<file path="config.mk">
export PLATFORM = sky130hd
export DESIGN_NAME = vga_sync_receiver_flat
export DESIGN_NICKNAME = d
export VERILOG_FILES = /design/src/rtl/vga_sync_receiver_if.sv /design/src/rtl/vga_sync_receiver.sv /design/src/flat_wrapper.sv
export SDC_FILE = /design/constraint.sdc
export NUM_CORES = 1
export LEC_CHECK = 0
export ABC_AREA = 1
export ABC_CLOCK_PERIOD_IN_PS = 1500
export CAP_MARGIN = 20
export CORE_MARGIN = 8
export CORE_UTILIZATION = 41
export DETAILED_ROUTE_END_ITERATION = 16
export GPL_TIMING_DRIVEN = 0
export PLACE_DENSITY = 0.61
export REMOVE_ABC_BUFFERS = 1
export SKIP_CTS_REPAIR_TIMING = 1
export SYNTH_ARGS = -nofsm -noshare
export SYNTH_HDL_FRONTEND = slang
export SYNTH_SLANG_ARGS = --single-unit
export TNS_END_PERCENT = 30
</file>
<file path="constraint.sdc">
create_clock -name clk -period 1.5 [get_ports clk]
set_input_delay 0.225 -clock clk [delete_from_list [all_inputs] [get_ports clk]]
set_output_delay 0.225 -clock clk [all_outputs]
set_load 0.02 [all_outputs]
</file>
<file path="src/rtl/vga_sync_receiver_if.sv">
`default_nettype none
// ============================================================================
// Module      : vga_sync_receiver_if
// Description : Sync inputs and recovered timing outputs of the VGA sync
//               receiver. The master is the sync source/consumer side. The
//               slave is the receiver.
// Revision    : 1.0 - initial release
// ============================================================================
interface vga_sync_receiver_if;
  logic       hsync_in;
  logic       vsync_in;
  logic [9:0] col_count;
  logic [9:0] row_count;
  logic       active_video;
  logic       frame_start;
  logic       locked;

  modport master (
    output hsync_in, vsync_in,
    input  col_count, row_count, active_video, frame_start, locked
  );

  modport slave (
    input  hsync_in, vsync_in,
    output col_count, row_count, active_video, frame_start, locked
  );
endinterface
`default_nettype wire

</file>
<file path="src/rtl/vga_sync_receiver.sv">
`default_nettype none
// ============================================================================
// Module      : vga_sync_receiver
// Description : Rebuilds column/row counters from incoming HSync/VSync. It
//               checks the line and frame periods and reports lock once the
//               timing matches the configured geometry.
// Revision    : 1.0 - initial release
// ============================================================================
module vga_sync_receiver #(
  parameter int TOTAL_COL  = 800,
  parameter int TOTAL_ROW  = 525,
  parameter int ACTIVE_COL = 640,
  parameter int ACTIVE_ROW = 480,
  parameter int H_SYNC_COL = 660,
  parameter int V_SYNC_ROW = 491,
  parameter int LOCK_LINES = 4
) (
  input  logic                 clk,
  input  logic                 rst_n,
  vga_sync_receiver_if.slave   sync_if
);

  localparam logic [9:0]  C_COL_LAST   = 10'(TOTAL_COL - 1);
  localparam logic [9:0]  C_ROW_LAST   = 10'(TOTAL_ROW - 1);
  localparam logic [9:0]  C_ROW_TOTAL  = 10'(TOTAL_ROW);
  localparam logic [9:0]  C_ACT_COL    = 10'(ACTIVE_COL);
  localparam logic [9:0]  C_ACT_ROW    = 10'(ACTIVE_ROW);
  localparam logic [9:0]  C_H_SYNC     = 10'(H_SYNC_COL);
  localparam logic [9:0]  C_V_SYNC     = 10'(V_SYNC_ROW);
  localparam logic [10:0] C_LINE_GOOD  = 11'(TOTAL_COL - 1);
  localparam logic [10:0] C_LEN_MAX    = 11'h7FF;
  localparam logic [10:0] C_LEN_LOST   = 11'h7FE;
  localparam logic [9:0]  C_CNT_MAX    = 10'h3FF;
  localparam logic [3:0]  C_LOCK_LINES = 4'(LOCK_LINES);

  localparam logic [1:0] S_SEARCH  = 2'd0;
  localparam logic [1:0] S_H_LOCK  = 2'd1;
  localparam logic [1:0] S_V_ALIGN = 2'd2;
  localparam logic [1:0] S_LOCKED  = 2'd3;

  logic        hs_q, vs_q;
  logic [9:0]  col_q, col_d, row_q, row_d;
  logic [10:0] line_len_q, line_len_d;
  logic [3:0]  good_lines_q, good_lines_d;
  logic [9:0]  line_cnt_q, line_cnt_d;
  logic [1:0]  state_q, state_d;
  logic        locked_q, locked_d;

  logic w_h_fall, w_v_fall, w_col_wrap;
  logic w_good_line, w_bad_line, w_good_frame;

  assign w_h_fall     = hs_q & ~sync_if.hsync_in;
  assign w_v_fall     = vs_q & ~sync_if.vsync_in;
  assign w_col_wrap   = (col_q == C_COL_LAST);
  assign w_good_line  = w_h_fall && (line_len_q == C_LINE_GOOD);
  // A wrong-length line, or a line that runs to saturation (sync lost).
  assign w_bad_line   = (w_h_fall && !w_good_line) ||
                        (!w_h_fall && (line_len_q >= C_LEN_LOST));
  assign w_good_frame = w_v_fall && (line_cnt_q == C_ROW_TOTAL);

  // Counter recovery: sync falls snap the counters. Otherwise they free-run with wrap.
  always_comb begin
    col_d = col_q + 10'd1;
    row_d = row_q;
    if (w_h_fall) begin
      col_d = C_H_SYNC;
    end else if (w_col_wrap) begin
      col_d = 10'd0;
      row_d = (row_q == C_ROW_LAST) ? 10'd0 : row_q + 10'd1;
    end
    if (w_v_fall) begin
      row_d = C_V_SYNC;
    end
  end

  // Line/frame period measurement next values.
  always_comb begin
    line_len_d = w_h_fall ? 11'd0 :
                 (line_len_q == C_LEN_MAX) ? line_len_q : line_len_q + 11'd1;
    good_lines_d = good_lines_q;
    if (w_bad_line) begin
      good_lines_d = 4'd0;
    end else if (w_good_line && (good_lines_q != C_LOCK_LINES)) begin
      good_lines_d = good_lines_q + 4'd1;
    end
    line_cnt_d = line_cnt_q;
    if (w_v_fall) begin
      line_cnt_d = 10'd0;
    end else if (w_h_fall && (line_cnt_q != C_CNT_MAX)) begin
      line_cnt_d = line_cnt_q + 10'd1;
    end
  end

  // Datapath registers: sync delay, counters and period measurement.
  always_ff @(posedge clk) begin
    if (!rst_n) begin
      hs_q         <= 1'b1;
      vs_q         <= 1'b1;
      col_q        <= 10'd0;
      row_q        <= 10'd0;
      line_len_q   <= 11'd0;
      good_lines_q <= 4'd0;
      line_cnt_q   <= 10'd0;
    end else begin
      hs_q         <= sync_if.hsync_in;
      vs_q         <= sync_if.vsync_in;
      col_q        <= col_d;
      row_q        <= row_d;
      line_len_q   <= line_len_d;
      good_lines_q <= good_lines_d;
      line_cnt_q   <= line_cnt_d;
    end
  end

  // FSM state register, with lock flag registered alongside it.
  always_ff @(posedge clk) begin
    if (!rst_n) begin
      state_q  <= S_SEARCH;
      locked_q <= 1'b0;
    end else begin
      state_q  <= state_d;
      locked_q <= locked_d;
    end
  end

  // FSM next state. A bad line forces a fresh search from any state.
  always_comb begin
    state_d = state_q;
    case (state_q)
      S_SEARCH:  if (good_lines_d == C_LOCK_LINES) state_d = S_H_LOCK;
      S_H_LOCK:  if (w_v_fall) state_d = S_V_ALIGN;
      S_V_ALIGN: if (w_good_frame) state_d = S_LOCKED;
      S_LOCKED:  if (w_v_fall && !w_good_frame) state_d = S_SEARCH;
      default:   state_d = S_SEARCH;
    endcase
    if (w_bad_line && (state_q != S_SEARCH)) begin
      state_d = S_SEARCH;
    end
  end

  // FSM output. The lock flag tracks the state being entered, so it equals (state == LOCKED).
  always_comb begin
    locked_d = (state_d == S_LOCKED);
  end

  assign sync_if.col_count    = col_q;
  assign sync_if.row_count    = row_q;
  assign sync_if.locked       = locked_q;
  assign sync_if.active_video = locked_q && (col_q < C_ACT_COL) && (row_q < C_ACT_ROW);
  assign sync_if.frame_start  = locked_q && (col_q == 10'd0) && (row_q == 10'd0);

endmodule
`default_nettype wire

</file>
<file path="src/flat_wrapper.sv">
// flat-port wrapper written by rule: the top's interface ports become plain ports
module vga_sync_receiver_flat 
#(
  parameter int TOTAL_COL  = 800,
  parameter int TOTAL_ROW  = 525,
  parameter int ACTIVE_COL = 640,
  parameter int ACTIVE_ROW = 480,
  parameter int H_SYNC_COL = 660,
  parameter int V_SYNC_ROW = 491,
  parameter int LOCK_LINES = 4
)
  (clk, rst_n, sync_if_hsync_in, sync_if_vsync_in, sync_if_col_count, sync_if_row_count, sync_if_active_video, sync_if_frame_start, sync_if_locked);
  vga_sync_receiver_if sync_if_i ();
  input  logic clk;
  input  logic rst_n;
  input wire logic [$bits(sync_if_i.hsync_in)-1:0] sync_if_hsync_in;
  input wire logic [$bits(sync_if_i.vsync_in)-1:0] sync_if_vsync_in;
  output wire logic [$bits(sync_if_i.col_count)-1:0] sync_if_col_count;
  output wire logic [$bits(sync_if_i.row_count)-1:0] sync_if_row_count;
  output wire logic [$bits(sync_if_i.active_video)-1:0] sync_if_active_video;
  output wire logic [$bits(sync_if_i.frame_start)-1:0] sync_if_frame_start;
  output wire logic [$bits(sync_if_i.locked)-1:0] sync_if_locked;
  assign sync_if_i.hsync_in = sync_if_hsync_in;
  assign sync_if_i.vsync_in = sync_if_vsync_in;
  assign sync_if_col_count = sync_if_i.col_count;
  assign sync_if_row_count = sync_if_i.row_count;
  assign sync_if_active_video = sync_if_i.active_video;
  assign sync_if_frame_start = sync_if_i.frame_start;
  assign sync_if_locked = sync_if_i.locked;
  vga_sync_receiver #(.TOTAL_COL(TOTAL_COL), .TOTAL_ROW(TOTAL_ROW), .ACTIVE_COL(ACTIVE_COL), .ACTIVE_ROW(ACTIVE_ROW), .H_SYNC_COL(H_SYNC_COL), .V_SYNC_ROW(V_SYNC_ROW), .LOCK_LINES(LOCK_LINES)) u_core (.clk(clk), .rst_n(rst_n), .sync_if(sync_if_i));
endmodule
</file>
* Yosys cells after proc, flatten, opt, wreduce, memory -nomap -nowiden
Index checks and enable logic that the tools add are counted.
W data, S select, Z words.
** Word-level totals
- Bits in registers :: 50
- Logic and storage cells :: 78
** Cells by class
- Add/subtract/negate cells :: 5
- $lt $le $gt $ge :: 3
- Equality and inequality tests :: 13
- Multiplexer cells :: 14
- Bitwise logic cells :: 6
- Reduce and logical (&&, ||, !) cells :: 26
** Operators with widths (count)
- $add A10 B1 Y10 const B :: 3
- $eq A10 B10 Y1 const B :: 3
- $mux W10 :: 3
- $mux W9 :: 3
- $logic_not A10 Y1 :: 2
- $logic_and A1 B1 Y1 :: 12
- $add A11 B1 Y11 const B :: 1
- $eq A11 B10 Y1 const B :: 1
- $eq A11 B11 Y1 const B :: 1
- $ge A11 B11 Y1 const B :: 1
- $lt A10 B10 Y1 const B :: 1
- $lt A10 B9 Y1 const B :: 1
- $mux W2 :: 5
- $ne A10 B10 Y1 const B :: 1
- $mux W4 :: 2
- $pmux W2 S4 :: 1
- $eq A2 B2 Y1 const B :: 3
- $add A4 B1 Y4 const B :: 1
- $eq A4 B3 Y1 const B :: 1
- $ne A4 B3 Y1 const B :: 1
- $not A1 Y1 :: 4
- $reduce_and A2 Y1 :: 2
- $reduce_bool A2 Y1 :: 2
- $reduce_or A2 Y1 :: 2
- 7 further kinds :: 10

* Depth between registers and ports, before layout
- Depth in word-level cells :: 12
- Depth in mapped cells :: 12

* Worst setup path after synthesis
No wires, ideal clock.
- Kind :: flip-flop to flip-flop
- From :: register u_core.col_q[0], in the netlist u_core.sync_if.col_count[0]
- To :: register u_core.row_q[3], in the netlist u_core.sync_if.row_count[3]
- Setup time :: 109 ps
- Arrival :: 1656 ps
- Required time :: 1391 ps
- Setup slack :: -265 ps
- Cell stages (with the launch flop) :: 11
- Path buffers :: 0
- Clock period less this slack :: 1765 ps
- Path through :: dfxtp_1 -> ha_1 -> nand2_1 -> nor2_1 -> nand3_1 -> nor2_4 -> nand2_1 -> o211ai_1 -> o311ai_1 -> nand2_1 -> inv_1
** Between the ends
- Cells in the longest elaborated chain, start to end :: 3
** RTL lines
- start: declaration :: line vga_sync_receiver.sv:42 : logic [9:0] col_q, col_d, row_q, row_d;
- start signal: assignment :: line vga_sync_receiver.sv:107 : col_q <= col_d;
- $eq A10 B10 Y1 :: line vga_sync_receiver.sv:54 : assign w_col_wrap = (col_q == C_COL_LAST);
- $reduce_bool A2 Y1 (no line)
- $reduce_and A2 Y1 (no line)
- end signal: assignment :: line vga_sync_receiver.sv:108 : row_q <= row_d;
- end: declaration :: line vga_sync_receiver.sv:42
Every way passes these cells.
A chain may end at the register's enable or synchronous reset.

* Worst setup path in the final report
- From :: register u_core.row_q[5], in the netlist u_core.sync_if.row_count[5]
- To :: output port sync_if_frame_start
** Between the ends
- Cells in the longest elaborated chain, start to end :: 2
** RTL lines
- $logic_not A10 Y1 :: line vga_sync_receiver.sv:150 : assign sync_if.frame_start = locked_q && (col_q == 10'd0) && (row_q == 10'd0);
- $logic_and A1 B1 Y1 :: line vga_sync_receiver.sv:150
- end: declaration :: line flat_wrapper.sv:21 : output wire logic [$bits(sync_if_i.frame_start)-1:0] sync_if_frame_start;
Every way passes these cells.

==> flow_metrics.tcl <==
set metrics [dict create \
    drt-initial-drc-count 63 \
    rrSetupSlack_ns -0.13 \
    fmax_mhz 562 \
    ys_async_sr_fraction 0 \
    synthCells 400 \
    p_sw_frac 0.258 \
    violations "setup timing" \
    cp_max_fo 5 \
    grt-ovfl-total 0 \
    layout.nets 456 \
    syn_avg_cell_area_sq_um 7.01 \
    tightest_slew_ns 0.478 \
    r2r-end "u_core.line_cnt_q[9]" \
    die_height_um 98.7 \
    worst_slack_ns -0.281 \
    io_buffers 26 \
    vias 2644 \
    postRouteAntennaNets 0 \
    fin_crit_ns 1.78 \
    rr_worst_depth 8 \
    power.switching_uw 693 \
    outcome "complete, but fails checks" \
    grt_pass1_wl_um 10900 \
    place_congestion 0.827 \
    initial_core_util 0.417 \
    drive_above_1_share 0.230 \
    diodes 0 \
    ioPinCount 27 \
    final_common_cell "nand2_1" \
    period_share 1.19 \
    cts_max_path_buffers 2 \
    power_frac_clock 0.352 \
    slew_headroom 0.678 \
    yosysSeqAreaShare 0.357 \
    p_per_area_nw_per_um2 742 \
    dpl.cell_count 502 \
    power.internal_uw 2000 \
    grt_setup_unrepaired "yes" \
    syn_area_sq_um 2800 \
    r2r-start "u_core.line_cnt_q[0]" \
    n_fill_cell 646 \
    crit_type "flip-flop to output pin" \
    path_clk_slew_ns 0.10 \
    fp-row-count 30 \
    slew_violations 0 \
    worst_skew_pair.late_latency_ns 0.31 \
    yosysUniqueCellTypes 38 \
    die_w_um 98.7 \
    required_ns 1.27 \
    fin_skew_ns 0.0116 \
    hold_viol_final 0 \
    comb_power_share 0.121 \
    synth_edf_count 0 \
    cts_sinks 50 \
    synthFlopType "dfxtp_1" \
    wl_per_cell_um 12.4 \
    grt_max_degree 15 \
    grt.total_usage 0.132 \
    ys_warn_count 0 \
    setup_viol 21 \
    crit_path_end_kind "output pin" \
    worst_hold_slack_ns 0.337 \
    vias_per_cell 5.06 \
    antenna_found_initial 0 \
    numCtsBuffers 5 \
    final_cell_mix "nand2_1, inv_1, nor2_1, dfxtp_1, a21oi_1" \
    firstDrtPassIters 4 \
    coreArea_sq_um 6720 \
    crit_arrival_ns 1.56 \
    vdd_ir_drop_max_uv 478 \
    crit_path_start_kind "flip-flop" \
    area_growth_syn_to_layout_pct 29.3 \
    cap_viol_max_count 0 \
    drc 0 \
    share_seq_of_total_power 0.526 \
    h-tree-depth 2 \
    cts_tree "built" \
    hold_path_class "input pin to flip-flop" \
    drt_wl_total_um 6490 \
    grt_pass1_vias 2455 \
    cts_root_buf "clkbuf_8" \
    p_leak_uw 0.00176 \
    crit_start "u_core.sync_if.row_count[5]" \
    dp_hpwl_um 4590 \
    ys_ff_latch 50 \
    endpoint "sync_if_frame_start" \
    die_area_sq_um 9740 \
    final_cell_count_no_fill 523 \
    dpl_worst_slack_ns -0.841 \
]
## metal layers
layer,part of all wire,global-route usage
met5,0,0
met4,0.010,0.0378
met3,0.028,0.0282
met2,0.48,0.226
met1,0.48,0.163
## worst max-delay path: stages (launching register included)
cell	delay, ns
dfxtp_1	0.35
inv_1	0.08
nand4_1	0.18
nor4_1	0.26
nand2_1	0.09
nor3_2	0.12
buf_4	0.17
## state kept, by name, indices dropped and copies added (netlist names)
| signal | count |
|---|---|
| u_core.vs_q | 1 |
| u_core.sync_if.locked | 1 |
| u_core.state_q | 2 |
| u_core.sync_if.col_count | 10 |
| u_core.line_cnt_q | 10 |
| u_core.hs_q | 1 |
| u_core.sync_if.row_count | 10 |
| u_core.line_len_q | 11 |
| u_core.good_lines_q | 4 |
## how the worst min path moves through the flow
| stage | end | slack [ns] | start | cells past startpoint |
|---|---|---|---|---|
| 2_1_floorplan | u_core.hs_q | 0.29 | rst_n | 1 |
| 3_3_place_gp | u_core.sync_if.col_count[0] | 0.46 | u_core.sync_if.col_count[0] | 1 |
| 3_5_place_dp | u_core.sync_if.col_count[0] | 0.47 | u_core.sync_if.col_count[0] | 1 |
| 4_1_cts | u_core.vs_q | 0.47 | sync_if_vsync_in | 3 |
| 5_1_grt | u_core.vs_q | 0.36 | rst_n | 2 |
| 6_report | u_core.vs_q | 0.34 | rst_n | 2 |
## power by group through the flow
stage / Combinational [uW] / Clock (uW) / Sequential (uW)
floorplan: 153 / 0 / 1460
global placement: 290 / 0 / 1440
detailed placement: 291 / 0 / 1440
CTS: 295 / 978 / 1410
global route: 362 / 1040 / 1420
finish: 326 / 948 / 1420
## cells in the mapped netlist, types with 2 or more instances
master / n / share of area
inv_2: 5 / 0.0067
or2_2: 4 / 0.0089
a31oi_1: 3 / 0.0067
nor2_4: 4 / 0.016
nor3b_1: 2 / 0.0054
o21ai_0: 14 / 0.025
nor3_1: 8 / 0.014
nand4_2: 2 / 0.0089
xor2_1: 10 / 0.031
xnor2_1: 4 / 0.012
nand2_1: 86 / 0.12
dfxtp_1: 50 / 0.36
nor4_1: 3 / 0.0067
ha_1: 10 / 0.045
buf_2: 2 / 0.0036
nand2_4: 2 / 0.0080
o211ai_1: 3 / 0.0080
nor2_2: 3 / 0.0067
nand2_2: 2 / 0.0045
nor2_1: 46 / 0.062
inv_1: 56 / 0.075
a21oi_1: 31 / 0.055
nand3_1: 23 / 0.041
nand4_1: 11 / 0.025
nand3b_1: 3 / 0.0080
## logic make-up (layout without fill, tap and decap cells)
kind of cell | Yosys count | in the layout | synth area share
AOI/OAI and AO/OA | 56 | 56 | 0.108
xor gates and xnor gates | 14 | 14 | 0.0437
adders and majority gates | 10 | 10 | 0.0446
buffers and inverters | 65 | 108 | 0.0906
DFF | 50 | 50 | 0.357
and+or+nand+nor | 205 | 205 | 0.355
## stage by stage
step / total power [uW] / TNS [ns] / instance area [sq um] / utilization
after global routing: 2820 / -4.64 / 3620 / 0.539
after global placement: 1730 / -24.62 / 3140 / 0.467
after floorplan: 1620 / -2.10 / 2780 / -
after detailed placement: 1730 / -24.22 / 3140 / 0.467
after CTS: 2680 / -15.60 / 3240 / 0.483
final: 2690 / -1.74 / 3620 / 0.539
## final cells by class
class                      instances  area (sq um)  share of cell area
tap                               80           100              0.0276
clock buffer                       7          76.3              0.0211
timing repair buffer              39           418               0.115
inverter                          61           233              0.0642
sequential                        50          1030               0.286
multi-input combinational        285          1730               0.478
clock inverter                     1          30.0             0.00829
(Power assumes the default switching activity.)
